**config.mk**
```make
export PLATFORM = sky130hd
export DESIGN_NAME = grid_ascii_loader
export DESIGN_NICKNAME = d
export VERILOG_FILES = /design/src/rtl/printing_department_pkg.sv /design/src/rtl/grid_char_decode.sv /design/src/rtl/grid_ascii_loader.sv
export SDC_FILE = /design/constraint.sdc
export NUM_CORES = 1
export LEC_CHECK = 0
export CORE_UTILIZATION = 53
export DETAILED_ROUTE_END_ITERATION = 6
export PLACE_DENSITY = 0.78
export SLEW_MARGIN = 20
export SYNTH_ARGS = -nofsm -noshare
export SYNTH_HDL_FRONTEND = slang
export SYNTH_SLANG_ARGS = --single-unit
```
**constraint.sdc**
```tcl
create_clock -name clk -period 13 [get_ports clk]
set_input_delay 2.6 -clock clk [delete_from_list [all_inputs] [get_ports clk]]
set_output_delay 2.6 -clock clk [all_outputs]
set_load 0.02 [all_outputs]
```
**src/rtl/printing_department_pkg.sv**
```systemverilog
// Shared types and constants for the printing-department grid path.
// Used by the ASCII loader and the roll-removal engine.
package printing_department_pkg;

  localparam int DEF_WIDTH  = 140;
  localparam int DEF_HEIGHT = 140;

  localparam logic [7:0] CH_ROLL  = 8'h40;
  localparam logic [7:0] CH_EMPTY = 8'h2E;
  localparam logic [7:0] CH_LF    = 8'h0A;
  localparam logic [7:0] CH_CR    = 8'h0D;

  typedef enum logic [1:0] {
    ERR_NONE    = 2'd0,
    ERR_ILLEGAL = 2'd1,
    ERR_LENGTH  = 2'd2,
    ERR_TRAILER = 2'd3
  } err_t;

  typedef enum logic [1:0] {
    LD_IDLE,
    LD_LOAD,
    LD_DONE,
    LD_ERR
  } ld_state_t;

endpackage

```
**src/rtl/grid_char_decode.sv**
```systemverilog
// Classifies one ASCII byte of the puzzle grid stream.
module grid_char_decode
  import printing_department_pkg::*;
(
  input  logic [7:0] data,
  output logic       is_cell,
  output logic       cell_bit,
  output logic       is_lf,
  output logic       is_ignored,
  output logic       is_illegal
);

  always_comb begin
    is_cell    = 1'b0;
    cell_bit   = 1'b0;
    is_lf      = 1'b0;
    is_ignored = 1'b0;
    is_illegal = 1'b0;
    unique case (data)
      CH_ROLL: begin
        is_cell  = 1'b1;
        cell_bit = 1'b1;
      end
      CH_EMPTY: is_cell    = 1'b1;
      CH_LF:    is_lf      = 1'b1;
      CH_CR:    is_ignored = 1'b1;
      default:  is_illegal = 1'b1;
    endcase
  end

endmodule

```
**src/rtl/grid_ascii_loader.sv**
```systemverilog
// Packs an ASCII '@'/'.' grid stream into row words and writes
// them one row per cycle into the removal engine's grid bank.
module grid_ascii_loader
  import printing_department_pkg::*;
#(
  parameter int WIDTH  = DEF_WIDTH,
  parameter int HEIGHT = DEF_HEIGHT,
  parameter int AW     = 8
) (
  input  logic             clk,
  input  logic             rst,
  input  logic             start,
  input  logic             in_valid,
  input  logic [7:0]       in_data,
  output logic             in_ready,
  output logic             row_we,
  output logic [AW-1:0]    row_addr,
  output logic [WIDTH-1:0] row_data,
  output logic             loaded,
  output logic             error,
  output logic [1:0]       err_code,
  output logic [14:0]      roll_count
);

  localparam int CW = $clog2(WIDTH + 1);
  localparam logic [CW-1:0] COL_FULL = CW'(WIDTH);
  localparam logic [AW:0]   ROW_LAST = (AW + 1)'(HEIGHT - 1);
  localparam logic [AW:0]   ROW_END  = (AW + 1)'(HEIGHT);

  ld_state_t        state;
  logic [CW-1:0]    col;
  logic [AW:0]      row_cnt;
  logic [WIDTH-1:0] shreg;

  logic is_cell, cell_bit, is_lf, is_ignored, is_illegal;
  logic accept, bad, row_done;
  err_t bad_code;

  grid_char_decode u_dec (
    .data       (in_data),
    .is_cell    (is_cell),
    .cell_bit   (cell_bit),
    .is_lf      (is_lf),
    .is_ignored (is_ignored),
    .is_illegal (is_illegal)
  );

  assign accept   = in_valid && in_ready;
  assign row_done = is_lf && (col == COL_FULL);

  // Trailer check first: it outranks the per-character classification.
  always_comb begin
    bad      = 1'b0;
    bad_code = ERR_NONE;
    if (row_cnt >= ROW_END && !is_lf && !is_ignored) begin
      bad      = 1'b1;
      bad_code = ERR_TRAILER;
    end else if (is_illegal) begin
      bad      = 1'b1;
      bad_code = ERR_ILLEGAL;
    end else if (is_cell && col == COL_FULL) begin
      bad      = 1'b1;
      bad_code = ERR_LENGTH;
    end else if (is_lf && col != COL_FULL && col != '0) begin
      bad      = 1'b1;
      bad_code = ERR_LENGTH;
    end
  end

  always_ff @(posedge clk or posedge rst) begin
    if (rst) begin
      state      <= LD_IDLE;
      col        <= '0;
      row_cnt    <= '0;
      shreg      <= '0;
      in_ready   <= 1'b0;
      row_we     <= 1'b0;
      row_addr   <= '0;
      row_data   <= '0;
      loaded     <= 1'b0;
      error      <= 1'b0;
      err_code   <= ERR_NONE;
      roll_count <= '0;
    end else begin
      row_we <= 1'b0;
      unique case (state)
        LD_IDLE, LD_DONE, LD_ERR: begin
          if (start) begin
            state      <= LD_LOAD;
            col        <= '0;
            row_cnt    <= '0;
            shreg      <= '0;
            in_ready   <= 1'b1;
            loaded     <= 1'b0;
            error      <= 1'b0;
            err_code   <= ERR_NONE;
            roll_count <= '0;
          end
        end
        LD_LOAD: begin
          if (accept) begin
            if (bad) begin
              state    <= LD_ERR;
              in_ready <= 1'b0;
              error    <= 1'b1;
              err_code <= bad_code;
            end else if (is_cell) begin
              shreg      <= {shreg[WIDTH-2:0], cell_bit};
              col        <= col + 1'b1;
              roll_count <= roll_count + 15'(cell_bit);
            end else if (row_done) begin
              row_data <= shreg;
              row_addr <= row_cnt[AW-1:0];
              row_we   <= 1'b1;
              row_cnt  <= row_cnt + 1'b1;
              col      <= '0;
              if (row_cnt == ROW_LAST) begin
                state    <= LD_DONE;
                in_ready <= 1'b0;
                loaded   <= 1'b1;
              end
            end
          end
        end
      endcase
    end
  end

endmodule
```
==> run_results.csv <==
group,metric,value,unit
clock_network,clkSlewWorstSetupHoldPaths,60,ps
synth,post_synth_inst_count,1477,
setup_path,cp_max_fo,79,
global_route,global_route.overflow_total,0,
power_and_ir_drop,power.leakage,8.62,nW
outcome,status,"complete, no violations",
timing,post-route-period-util,0.454,
detailed_routing,firstDrtPassIters,6,
clock_network,post-cts-setup-buffers,0,
clock_network,holdBufCountCts,0,
global_route,antenna_found_initial,0,
clock_network,clock_path_buffers,3,
final_layout,layout-drive-gt1-share,0.0446,
placed_design,port_buffers,180,
die,floorplan.io_pins,181,
power_and_ir_drop,max-vdd-ir-drop,0.0900,mV
power_and_ir_drop,power.density_cell_area,127,nW/um^2
final_layout,insertedDiodeCount,0,
clock_network,clock-sinks,328,
placed_design,gp_congestion,0.825,
setup_path,worstSetupEndpointType,"register",
synth,most_numerous_cell_in_the_yosys_netlist,"sky130_fd_sc_hd__nand2_1",
detailed_routing,drt_iter0_markers,886,
detailed_routing,detail_route.vias_per_cell,5.31,
run,max_cap_viol_count,0,
detailed_routing,num_vias,10400,
synth,synth.yosys.warnings,0,
timing,hold-worst-slack,463,ps
clock_network,h-tree-depth,2,
synth,synthTopCellsByArea,"sky130_fd_sc_hd__dfrtp_1 62%, sky130_fd_sc_hd__nand2_1 21%, sky130_fd_sc_hd__nand3_1 6.0%",
synth,synth.cell_area,13200,um^2
synth,yosys-top-cells-count,"742 x sky130_fd_sc_hd__nand2_1, 328 x sky130_fd_sc_hd__dfrtp_1, 157 x sky130_fd_sc_hd__nand3_1",
global_route,grt_first_pass_wirelength,49.2,mm
synth,syn_avg_cell_area,8.92,um^2
die,dieWidth,160,um
synth,nets_in_the_synthesized_netlist,1495,
synth,synth-seq-cells,328,
clock_network,insertion_delay,510,ps
clock_network,clock-root-buffer,"sky130_fd_sc_hd__clkbuf_16",
timing,timing_worst_slew_pin_value,1050,ps
detailed_routing,postRouteAntennaNets,0,
timing,finClkSkew,19.8,ps
final_layout,nNetsFinal,1632,
clock_network,cts-resized-gates,0,
final_layout,area_growth_syn_to_layout,23.6,%
die,floorplan.die_area,25500,um^2
detailed_routing,wire_per_inst,15.0,um
detailed_routing,post-route-drc-count,0,
timing,worst_slew_margin_rel,0.302,
setup_path,timing.critical_path.from_type,"input port",
timing,final_critical_path_time_including_i_o_delays_and_setup,5900,ps
timing,maxClockFrequency,169,MHz
die,die_height,160,um
placed_design,hpwlAfterDp,17.3,mm
die,coreArea,24300,um^2
timing,final_max_slew_viol_count,0,
synth,synth_seq_area_share,0.623,
setup_path,worstSetupPathType,"input port to register",
clock_network,tritoncts,"done",
global_route,gr-usage-all-layers,0.234,
min_path,hp-class,"register to register",
clock_network,cts_made_buffers,34,
die,row_count,57,
placed_design,detailedPlace.worstSlack,6600,ps
timing,final.setup.tns,0,ps
timing,rsz0062_at_grt,"no",
detailed_routing,detail_route.wirelength,29.4,mm
synth,synthDominantAreaCellType,"sky130_fd_sc_hd__dfrtp_1",
synth,synth_edf_count,0,
synth,synth-async-reset-ratio,1.00,
synth,yosysUniqueCellTypes,48,
timing,post-route-worst-setup-slack,7100,ps
timing,report.final.setup_viol,0,
setup_path,timing.critical_path.arrival,6280,ps
global_route,grt_start_max_net_pins,184,
timing,timing.final.hold_violations,0,
die,initial_core_util,0.542,
synth,post-synth-top-area-fraction,0.623,
global_route,grt_pass1_vias,9970,
setup_path,cp.required,13380,ps
synth,postSynth.topFlopCell,"sky130_fd_sc_hd__dfrtp_1",
final cells by class:
| cell class | count | area, um^2 |
|---|---|---|
| Timing Repair Buffer | 188 | 1880 |
| Fill cell | 1890 | 8030 |
| Clock inverter | 14 | 174 |
| Sequential cell | 328 | 8210 |
| Clock buffer | 46 | 967 |
| Inverter | 13 | 56.3 |
| Tap cell | 324 | 405 |
| Multi-Input combinational cell | 1049 | 4600 |
state kept, by name (all words and copies together), names as in the netlist:
name / flops
loaded: 1
row_we: 1
col: 8
row_data: 140
state: 2
in_ready: 1
row_cnt: 9
roll_count: 15
shreg: 140
error: 1
err_code: 2
row_addr: 8
power by group:
part	switching (mW)	internal, mW	total, mW	leakage [nW]
Sequential	0.00446	1.03	1.03	4.57
Clock	0.388	0.602	0.990	0.571
Combinational	0.0323	0.0130	0.0453	3.48
Total	0.425	1.64	2.07	8.62
metrics by stage:
stage	area [um^2]	util	cells	total power [mW]
after floorplan	13200	-	1477	1.08
after global placement	15100	0.623	1902	1.10
after detailed placement	15100	0.623	1902	1.10
after CTS	16300	0.670	1962	2.08
after global routing	16300	0.670	1962	2.13
final	16300	0.670	1962	2.07
critical path, stage by stage:
cell	delay (ps)
sky130_fd_sc_hd__clkdlybuf4s50_1	560
sky130_fd_sc_hd__nor4b_1	390
sky130_fd_sc_hd__nand3_1	230
sky130_fd_sc_hd__o211ai_2	590
sky130_fd_sc_hd__or4_4	740
sky130_fd_sc_hd__buf_4	750
sky130_fd_sc_hd__o311ai_0	270
sky130_fd_sc_hd__o41ai_1	120
cells by family after synthesis:
logic type	Yosys count	synth area share
AO/OA/AOI/OAI	41	0.0214
XOR/XNOR	17	0.0113
adder cells (fa/ha/maj)	6	0.00570
buffers and inverters	100	0.0300
flip-flops	328	0.623
AND/OR/NAND/NOR	985	0.309
worst paths after layout:
| check | start | depth (start not counted) | endpoint | slack [ps] |
|---|---|---|---|---|
| setup / recovery | in_data[1] | 8 | roll_count[10]$_DFFE_PP0P_ | 7100 |
| min in group asynchronous | rst | 2 | shreg[91]$_DFFE_PP0P_ | 2700 |
| hold / removal | row_data[90]$_DFFE_PP0P_ | 2 | row_data[90]$_DFFE_PP0P_ | 460 |
| setup reg to reg | col[0]$_DFFE_PP0P_ | 9 | roll_count[10]$_DFFE_PP0P_ | 9130 |
| hold reg to reg | row_data[90]$_DFFE_PP0P_ | 2 | row_data[90]$_DFFE_PP0P_ | 460 |
| max in group asynchronous | rst | 3 | roll_count[13]$_DFFE_PP0P_ | 8780 |
routing by layer:
metal | vias to the layer above | global-route usage | routed length, um
met1 | 5077 | 0.336 | 13300
met4 | 0 | 0.0599 | 479
met3 | 45 | 0.0494 | 1810
li1 | 4991 | - | -
met2 | 306 | 0.368 | 13900
met5 | - | 0 | 0
cell usage in the layout, fill, tap and decap left out, types with 2 or more instances in the layout:
master	count
sky130_fd_sc_hd__or4_1	6
sky130_fd_sc_hd__o31ai_1	4
sky130_fd_sc_hd__clkbuf_16	35
sky130_fd_sc_hd__and2_1	4
sky130_fd_sc_hd__clkbuf_1	6
sky130_fd_sc_hd__nor3b_1	4
sky130_fd_sc_hd__bufinv_16	4
sky130_fd_sc_hd__ha_1	6
sky130_fd_sc_hd__nand3_1	157
sky130_fd_sc_hd__dfrtp_1	328
sky130_fd_sc_hd__nor3_2	2
sky130_fd_sc_hd__and3_1	5
sky130_fd_sc_hd__inv_1	12
sky130_fd_sc_hd__or2_2	2
sky130_fd_sc_hd__nor3_1	8
sky130_fd_sc_hd__o21ai_0	11
sky130_fd_sc_hd__buf_4	6
sky130_fd_sc_hd__nor2_1	28
sky130_fd_sc_hd__nor4_1	5
sky130_fd_sc_hd__nand2_1	741
sky130_fd_sc_hd__nand4_1	8
sky130_fd_sc_hd__nor4b_1	2
sky130_fd_sc_hd__o211ai_1	2
sky130_fd_sc_hd__o22ai_1	2
sky130_fd_sc_hd__clkdlybuf4s50_1	180
sky130_fd_sc_hd__nand2b_1	2
sky130_fd_sc_hd__a22o_1	2
sky130_fd_sc_hd__a21oi_1	7
sky130_fd_sc_hd__clkinv_2	9
sky130_fd_sc_hd__clkbuf_8	5
sky130_fd_sc_hd__xor2_1	4
sky130_fd_sc_hd__xnor2_1	13
(Power assumes the default switching activity.)
